==> src/rtl/mem_access_unit.sv <==
// Load/store unit in front of the 1024x32 data memory: handshaked byte-addressed
// loads and stores, read-modify-write for sub-word stores, misalignment detection.
module mem_access_unit #(
    parameter int ADDR_W = 10
) (
    input  logic              clk,
    input  logic              rst,
    input  logic              req_valid,
    output logic              req_ready,
    input  logic [2:0]        req_op,
    input  logic [31:0]       req_addr,
    input  logic [31:0]       req_wdata,
    output logic              rsp_valid,
    output logic [31:0]       rsp_rdata,
    output logic              rsp_err,
    output logic [ADDR_W-1:0] mem_addr,
    output logic [31:0]       mem_din,
    output logic              mem_rw,
    input  logic [31:0]       mem_dout
);

    typedef enum logic [2:0] {
        IDLE,
        RD,
        CAP,
        WR,
        RESP
    } state_t;

    typedef enum logic [2:0] {
        OP_LW  = 3'b000,
        OP_LH  = 3'b001,
        OP_LHU = 3'b010,
        OP_LB  = 3'b011,
        OP_LBU = 3'b100,
        OP_SW  = 3'b101,
        OP_SH  = 3'b110,
        OP_SB  = 3'b111
    } op_t;

    state_t              state_q, state_d;
    op_t                 op_q, op_d;
    logic [1:0]          lane_q, lane_d;
    logic [31:0]         wdata_q, wdata_d;
    logic [ADDR_W-1:0]   mem_addr_q, mem_addr_d;
    logic [31:0]         mem_din_q, mem_din_d;
    logic [31:0]         rsp_rdata_q, rsp_rdata_d;
    logic                rsp_err_q, rsp_err_d;
    op_t                 req_op_t;
    logic                unused_req_addr;

    // Addresses wrap modulo the memory size, so the upper byte-address bits are dropped.
    assign unused_req_addr = ^req_addr[31:ADDR_W+2];
    assign req_op_t        = op_t'(req_op);

    function automatic logic is_misaligned(input op_t op, input logic [1:0] lane);
        logic mis;
        case (op)
            OP_LW, OP_SW:         mis = (lane != 2'b00);
            OP_LH, OP_LHU, OP_SH: mis = lane[0];
            default:              mis = 1'b0;
        endcase
        return mis;
    endfunction

    function automatic logic is_load(input op_t op);
        return (op == OP_LW) || (op == OP_LH) || (op == OP_LHU) ||
               (op == OP_LB) || (op == OP_LBU);
    endfunction

    function automatic logic [31:0] extract_load(input op_t op, input logic [1:0] lane,
                                                  input logic [31:0] word);
        logic [7:0]  b;
        logic [15:0] h;
        logic [31:0] r;
        b = word[{lane, 3'b000} +: 8];
        h = lane[1] ? word[31:16] : word[15:0];
        case (op)
            OP_LH:   r = {{16{h[15]}}, h};
            OP_LHU:  r = {16'h0000, h};
            OP_LB:   r = {{24{b[7]}}, b};
            OP_LBU:  r = {24'h000000, b};
            default: r = word;
        endcase
        return r;
    endfunction

    // Only the addressed lane is replaced; the rest of the word comes from the read.
    function automatic logic [31:0] merge_store(input op_t op, input logic [1:0] lane,
                                                 input logic [31:0] word,
                                                 input logic [31:0] wdata);
        logic [31:0] r;
        r = word;
        if (op == OP_SH) begin
            r[{lane[1], 4'b0000} +: 16] = wdata[15:0];
        end else begin
            r[{lane, 3'b000} +: 8] = wdata[7:0];
        end
        return r;
    endfunction

    always_comb begin
        state_d     = state_q;
        op_d        = op_q;
        lane_d      = lane_q;
        wdata_d     = wdata_q;
        mem_addr_d  = mem_addr_q;
        mem_din_d   = mem_din_q;
        rsp_rdata_d = rsp_rdata_q;
        rsp_err_d   = rsp_err_q;

        case (state_q)
            IDLE: begin
                if (req_valid) begin
                    op_d       = req_op_t;
                    lane_d     = req_addr[1:0];
                    wdata_d    = req_wdata;
                    mem_addr_d = req_addr[ADDR_W+1:2];
                    if (is_misaligned(req_op_t, req_addr[1:0])) begin
                        rsp_rdata_d = 32'h0;
                        rsp_err_d   = 1'b1;
                        state_d     = RESP;
                    end else if (req_op_t == OP_SW) begin
                        mem_din_d = req_wdata;
                        state_d   = WR;
                    end else begin
                        state_d = RD;
                    end
                end
            end
            RD: begin
                state_d = CAP;
            end
            CAP: begin
                if (is_load(op_q)) begin
                    rsp_rdata_d = extract_load(op_q, lane_q, mem_dout);
                    rsp_err_d   = 1'b0;
                    state_d     = RESP;
                end else begin
                    mem_din_d = merge_store(op_q, lane_q, mem_dout, wdata_q);
                    state_d   = WR;
                end
            end
            WR: begin
                rsp_rdata_d = 32'h0;
                rsp_err_d   = 1'b0;
                state_d     = RESP;
            end
            RESP: begin
                state_d = IDLE;
            end
            default: begin
                state_d = IDLE;
            end
        endcase
    end

    always_ff @(posedge clk) begin
        if (rst) begin
            state_q     <= IDLE;
            op_q        <= OP_LW;
            lane_q      <= 2'b00;
            wdata_q     <= 32'h0;
            mem_addr_q  <= '0;
            mem_din_q   <= 32'h0;
            rsp_rdata_q <= 32'h0;
            rsp_err_q   <= 1'b0;
        end else begin
            state_q     <= state_d;
            op_q        <= op_d;
            lane_q      <= lane_d;
            wdata_q     <= wdata_d;
            mem_addr_q  <= mem_addr_d;
            mem_din_q   <= mem_din_d;
            rsp_rdata_q <= rsp_rdata_d;
            rsp_err_q   <= rsp_err_d;
        end
    end

    // Gating with rst lets a reset landing in WR suppress the pending write.
    assign req_ready = (state_q == IDLE) && !rst;
    assign mem_rw    = (state_q == WR) && !rst;
    assign rsp_valid = (state_q == RESP);
    assign rsp_rdata = rsp_rdata_q;
    assign rsp_err   = rsp_err_q;
    assign mem_addr  = mem_addr_q;
    assign mem_din   = mem_din_q;

endmodule

==> config.mk <==
export PLATFORM = sky130hd
export DESIGN_NAME = mem_access_unit
export DESIGN_NICKNAME = d
export VERILOG_FILES = /design/src/rtl/mem_access_unit.sv
export SDC_FILE = /design/constraint.sdc
export NUM_CORES = 1
export LEC_CHECK = 0
export ABC_AREA = 1
export CAP_MARGIN = 40
export CORE_MARGIN = 5
export CORE_UTILIZATION = 52
export CTS_BUF_LIST = sky130_fd_sc_hd__clkbuf_8
export DETAILED_ROUTE_END_ITERATION = 6
export PLACE_DENSITY_LB_ADDON = 0.12
export SETUP_SLACK_MARGIN = 0.4
export SYNTH_ARGS = -nofsm -noshare
export SYNTH_HDL_FRONTEND = slang
export SYNTH_SLANG_ARGS = --single-unit
==> constraint.sdc <==
create_clock -name clk -period 4.6 [get_ports clk]
set_input_delay 0.92 -clock clk [delete_from_list [all_inputs] [get_ports clk]]
set_output_delay 0.92 -clock clk [all_outputs]
set_load 0.02 [all_outputs]
==> metrics.txt <==
ratio of cells with drive above 1 in the final layout=approximately 4.3%; Via density=around 5.4; leakage power=3.61 nW; worst-case vdd ir drop=about 0.23 mV; maximum number of pins on one net before global-route repair=55; Buf/Inv on CP=3; top_reg_cell synth=sky130_fd_sc_hd__dfxtp_1; final setup slack of the worst path=roughly 1.2 ns; Clock Pin Slew Worst Setup and Hold Paths=~0.090 ns; top-level I/O count=180; H-tree levels=3; area of the die=~15,000 sq um; number of setup violations in the final report=0; commonest non-fill, non-tap cells in the layout=sky130_fd_sc_hd__nand2_1, sky130_fd_sc_hd__clkdlybuf4s50_1, sky130_fd_sc_hd__nor2_1; GRT met3 Usage=under 10%; max-slew violation total from the final report=0; endpoint of the lowest-slack register-to-register path=mem_din[2]; highest attainable clock frequency=roughly 300 MHz; setup slack on the worst flop-to-flop path=1.33 ns; Fin Clk Skew=approximately 0.014 ns; number of rows in the core area=40; cell count after synthesis=1,067; RSZ-0062 raised after global routing=false; residual DRC count=0; Detailed Routing Iterations Pass 1=5; fillers=1,164; worst hold path type=flop to flop; clock tree from TritonCTS=done; placer congestion estimate=between 0.9 and 1; final-report hold violation count=0; met1 usage in global routing=a little under two fifths; TritonCTS Buffers=9; instance count on the critical path=4; Global Route Usage Sum=~28%; top area cells in the synthesized netlist=sky130_fd_sc_hd__dfxtp_1, sky130_fd_sc_hd__nand2_1, sky130_fd_sc_hd__nand3_1; Power Density=around 340 nW/um^2; count of max-cap constraint violations=0; Design Area, Final=approximately 8100 sq um; pre-CTS setup slack=between 1 and 1.5 ns; class of the most critical setup path=input port to output pin; initial standard-cell utilization of the core=53.1%; Worst Reg-to-Reg Cells=11; post-synthesis instance area=~6400 sq um; count of inserted antenna diode cells=0; CORE AREA=around 12,000 sq um; die extent in y=about 120 microns; data arrival time of the critical path=roughly 2.5 ns; reg-to-reg critical path startpoint=state_q[2]; CP cell instances=clkdlybuf4s50_1 > buf_4 > nor3_1 > clkdlybuf4s50_1; Mean Syn Cell Area=between 5 and 6 sq um; count of placed standard cells including taps=roughly 1,300; via count of the first global-routing pass=6,339; Total Neg Setup Slack=0 ns; critical path's top delay family=buffers and inverters; Routed WL=a little over 20,000 microns; post-detailed-route wirelength per cell=15.3 microns; number of flops mapped to enable cells by yosys=0; count of non-filler cells in the finished layout=around 1,300; result of the run=finished, final reports clean; number of flip-flops and latches in the synthesized netlist=~100; Slew headroom=about two fifths; cts-stage hold buffer count=0; Post-DP HPWL=~15,000 microns; post-layout min period=around 3.4 ns; most frequent standard cell in the layout excluding fill and tap cells=sky130_fd_sc_hd__nand2_1; capturing instance or port of the critical path=mem_rw; worst setup path start=rst; total global routing overflow=0; total number of vias=between 7,000 and 8,000; peak per-stage delay on the critical path=about 0.64 ns; Iter 0 DRT Violations=around 720; Cell variety after synth=31; most utilized layer in the global route result=met2; critical path's slowest cell=sky130_fd_sc_hd__clkdlybuf4s50_1; wire length of the first global-routing pass=32,200 microns; clock sink count=99; area added between synthesis and finish=26.6%; Placed Instance Area=between 7000 and 8000 sq um; syn_nets=approximately 1,200; remaining antenna violation count=0; Synth area leader=sky130_fd_sc_hd__dfxtp_1; number of gates resized after cts=0; die width=121 microns; final period utilization=around three quarters; element type at the critical path end=output pin; total of buffers placed on input and output ports=159; Clk Latency, worst-skew pair=0.39 ns; portion of the post-synthesis area used by sequential elements=between 30% and 40%; buffers from clock root to sink, at most=2; crit-path max FO=29; Most Frequent Cell on Critical Path=sky130_fd_sc_hd__clkdlybuf4s50_1; post-CTS setup buffer count=0; antenna violations before repair=0; transition at the pin with the smallest max-transition slack=0.902 ns; required time reported for the critical path endpoint=~3.7 ns; Post-synth ARST share=0%; Clk Tree Root Cell=sky130_fd_sc_hd__clkbuf_8; met2 track utilization from global routing=42.8%; yosys warns=0; Layout Nets=roughly 1,300; type of origin of the critical path=input port; top cell type's share of synthesized area=31.1%
[metal layers]
metal / part of all wire (%) / up-vias
met5: 0 / -
met4: 3.9 / 0
met3: 8.2 / 46
met2: 44 / 326
met1: 44 / 3174
li1: - / 3642
[flip-flops by register name, indices dropped and copies added (netlist names)]
register   count
lane_q         2
mem_addr      10
mem_din       32
op_q           3
rsp_err        1
rsp_rdata     32
state_q        3
wdata_q       16
[power breakdown]
group	internal [W]	leakage [nW]	switching (W)	total, W
Sequential	0.000955	0.807	0.0000829	0.00104
Combinational	0.000431	2.70	0.000739	0.00117
Clock	0.000219	0.101	0.000302	0.000521
Total	0.00161	3.61	0.00112	0.00273
[through the flow]
step           hold slack, ns  power, W  util (%)
2_1_floorplan           0.444   0.00185         -
3_3_place_gp            0.448   0.00220      65.6
6_report                0.462   0.00273      67.3
5_1_grt                 0.488   0.00291      67.3
3_5_place_dp            0.454   0.00221      65.8
4_1_cts                 0.466   0.00273      67.3
[worst reg2reg max path, stage by stage (launching register included)]
cell and delay, ns:
sky130_fd_sc_hd__dfxtp_1 0.36, sky130_fd_sc_hd__inv_2 0.08, sky130_fd_sc_hd__nand2_2 0.11, sky130_fd_sc_hd__nor2_8 0.50
sky130_fd_sc_hd__inv_2 0.45, sky130_fd_sc_hd__nor2_4 0.58, sky130_fd_sc_hd__a21oi_2 0.09, sky130_fd_sc_hd__o21ai_4 0.25
sky130_fd_sc_hd__buf_4 0.48, sky130_fd_sc_hd__nand2_1 0.12, sky130_fd_sc_hd__nand2_1 0.10, sky130_fd_sc_hd__nor2_1 0.04
[cells in the mapped netlist, types with 2 or more instances]
cell / instances
sky130_fd_sc_hd__a21boi_0: 8
sky130_fd_sc_hd__a21oi_1: 79
sky130_fd_sc_hd__buf_1: 7
sky130_fd_sc_hd__buf_2: 18
sky130_fd_sc_hd__buf_4: 6
sky130_fd_sc_hd__buf_6: 5
sky130_fd_sc_hd__clkbuf_1: 33
sky130_fd_sc_hd__dfxtp_1: 99
sky130_fd_sc_hd__ha_1: 5
sky130_fd_sc_hd__inv_1: 98
sky130_fd_sc_hd__inv_2: 5
sky130_fd_sc_hd__nand2_1: 366
sky130_fd_sc_hd__nand2_2: 3
sky130_fd_sc_hd__nand3_1: 96
sky130_fd_sc_hd__nand3_2: 2
sky130_fd_sc_hd__nand4_1: 8
sky130_fd_sc_hd__nor2_1: 106
sky130_fd_sc_hd__nor2_4: 2
sky130_fd_sc_hd__nor3_1: 3
sky130_fd_sc_hd__o211ai_1: 52
sky130_fd_sc_hd__o21ai_0: 46
sky130_fd_sc_hd__or2_2: 11
[worst min-delay path by stage]
stage | depth (start not counted) | to | startpoint | slack [ns]
floorplan | 2 | wdata_q[11] | wdata_q[11] | 0.44
global placement | 2 | mem_addr[4] | mem_addr[4] | 0.45
detailed placement | 2 | mem_addr[2] | mem_addr[2] | 0.45
CTS | 2 | mem_addr[2] | mem_addr[2] | 0.47
global route | 2 | mem_addr[6] | mem_addr[6] | 0.49
finish | 2 | mem_addr[2] | mem_addr[2] | 0.46
[final cells by class]
class | count | area (sq um) | area share (%)
multi-input combinational | 795 | 3670 | 45.4
sequential | 99 | 1980 | 24.6
timing repair buffer | 169 | 1680 | 20.8
inverter | 104 | 390 | 4.83
tap | 147 | 184 | 2.28
clock buffer | 11 | 151 | 1.87
clock inverter | 5 | 22.5 | 0.279
[cells by family (layout without fill, tap and decap cells)]
| family | after synthesis | in the layout | synth area share (%) |
|---|---|---|---|
| buffers and inverters | 173 | 289 | 11.5 |
| AO/OA/AOI/OAI | 189 | 189 | 17.5 |
| adder cells (fa/ha/maj) | 5 | 5 | 0.980 |
| AND/OR/NAND/NOR | 601 | 601 | 39.0 |
| flip-flops | 99 | 99 | 31.1 |
No activity file was read; power rests on OpenSTA's default activity.
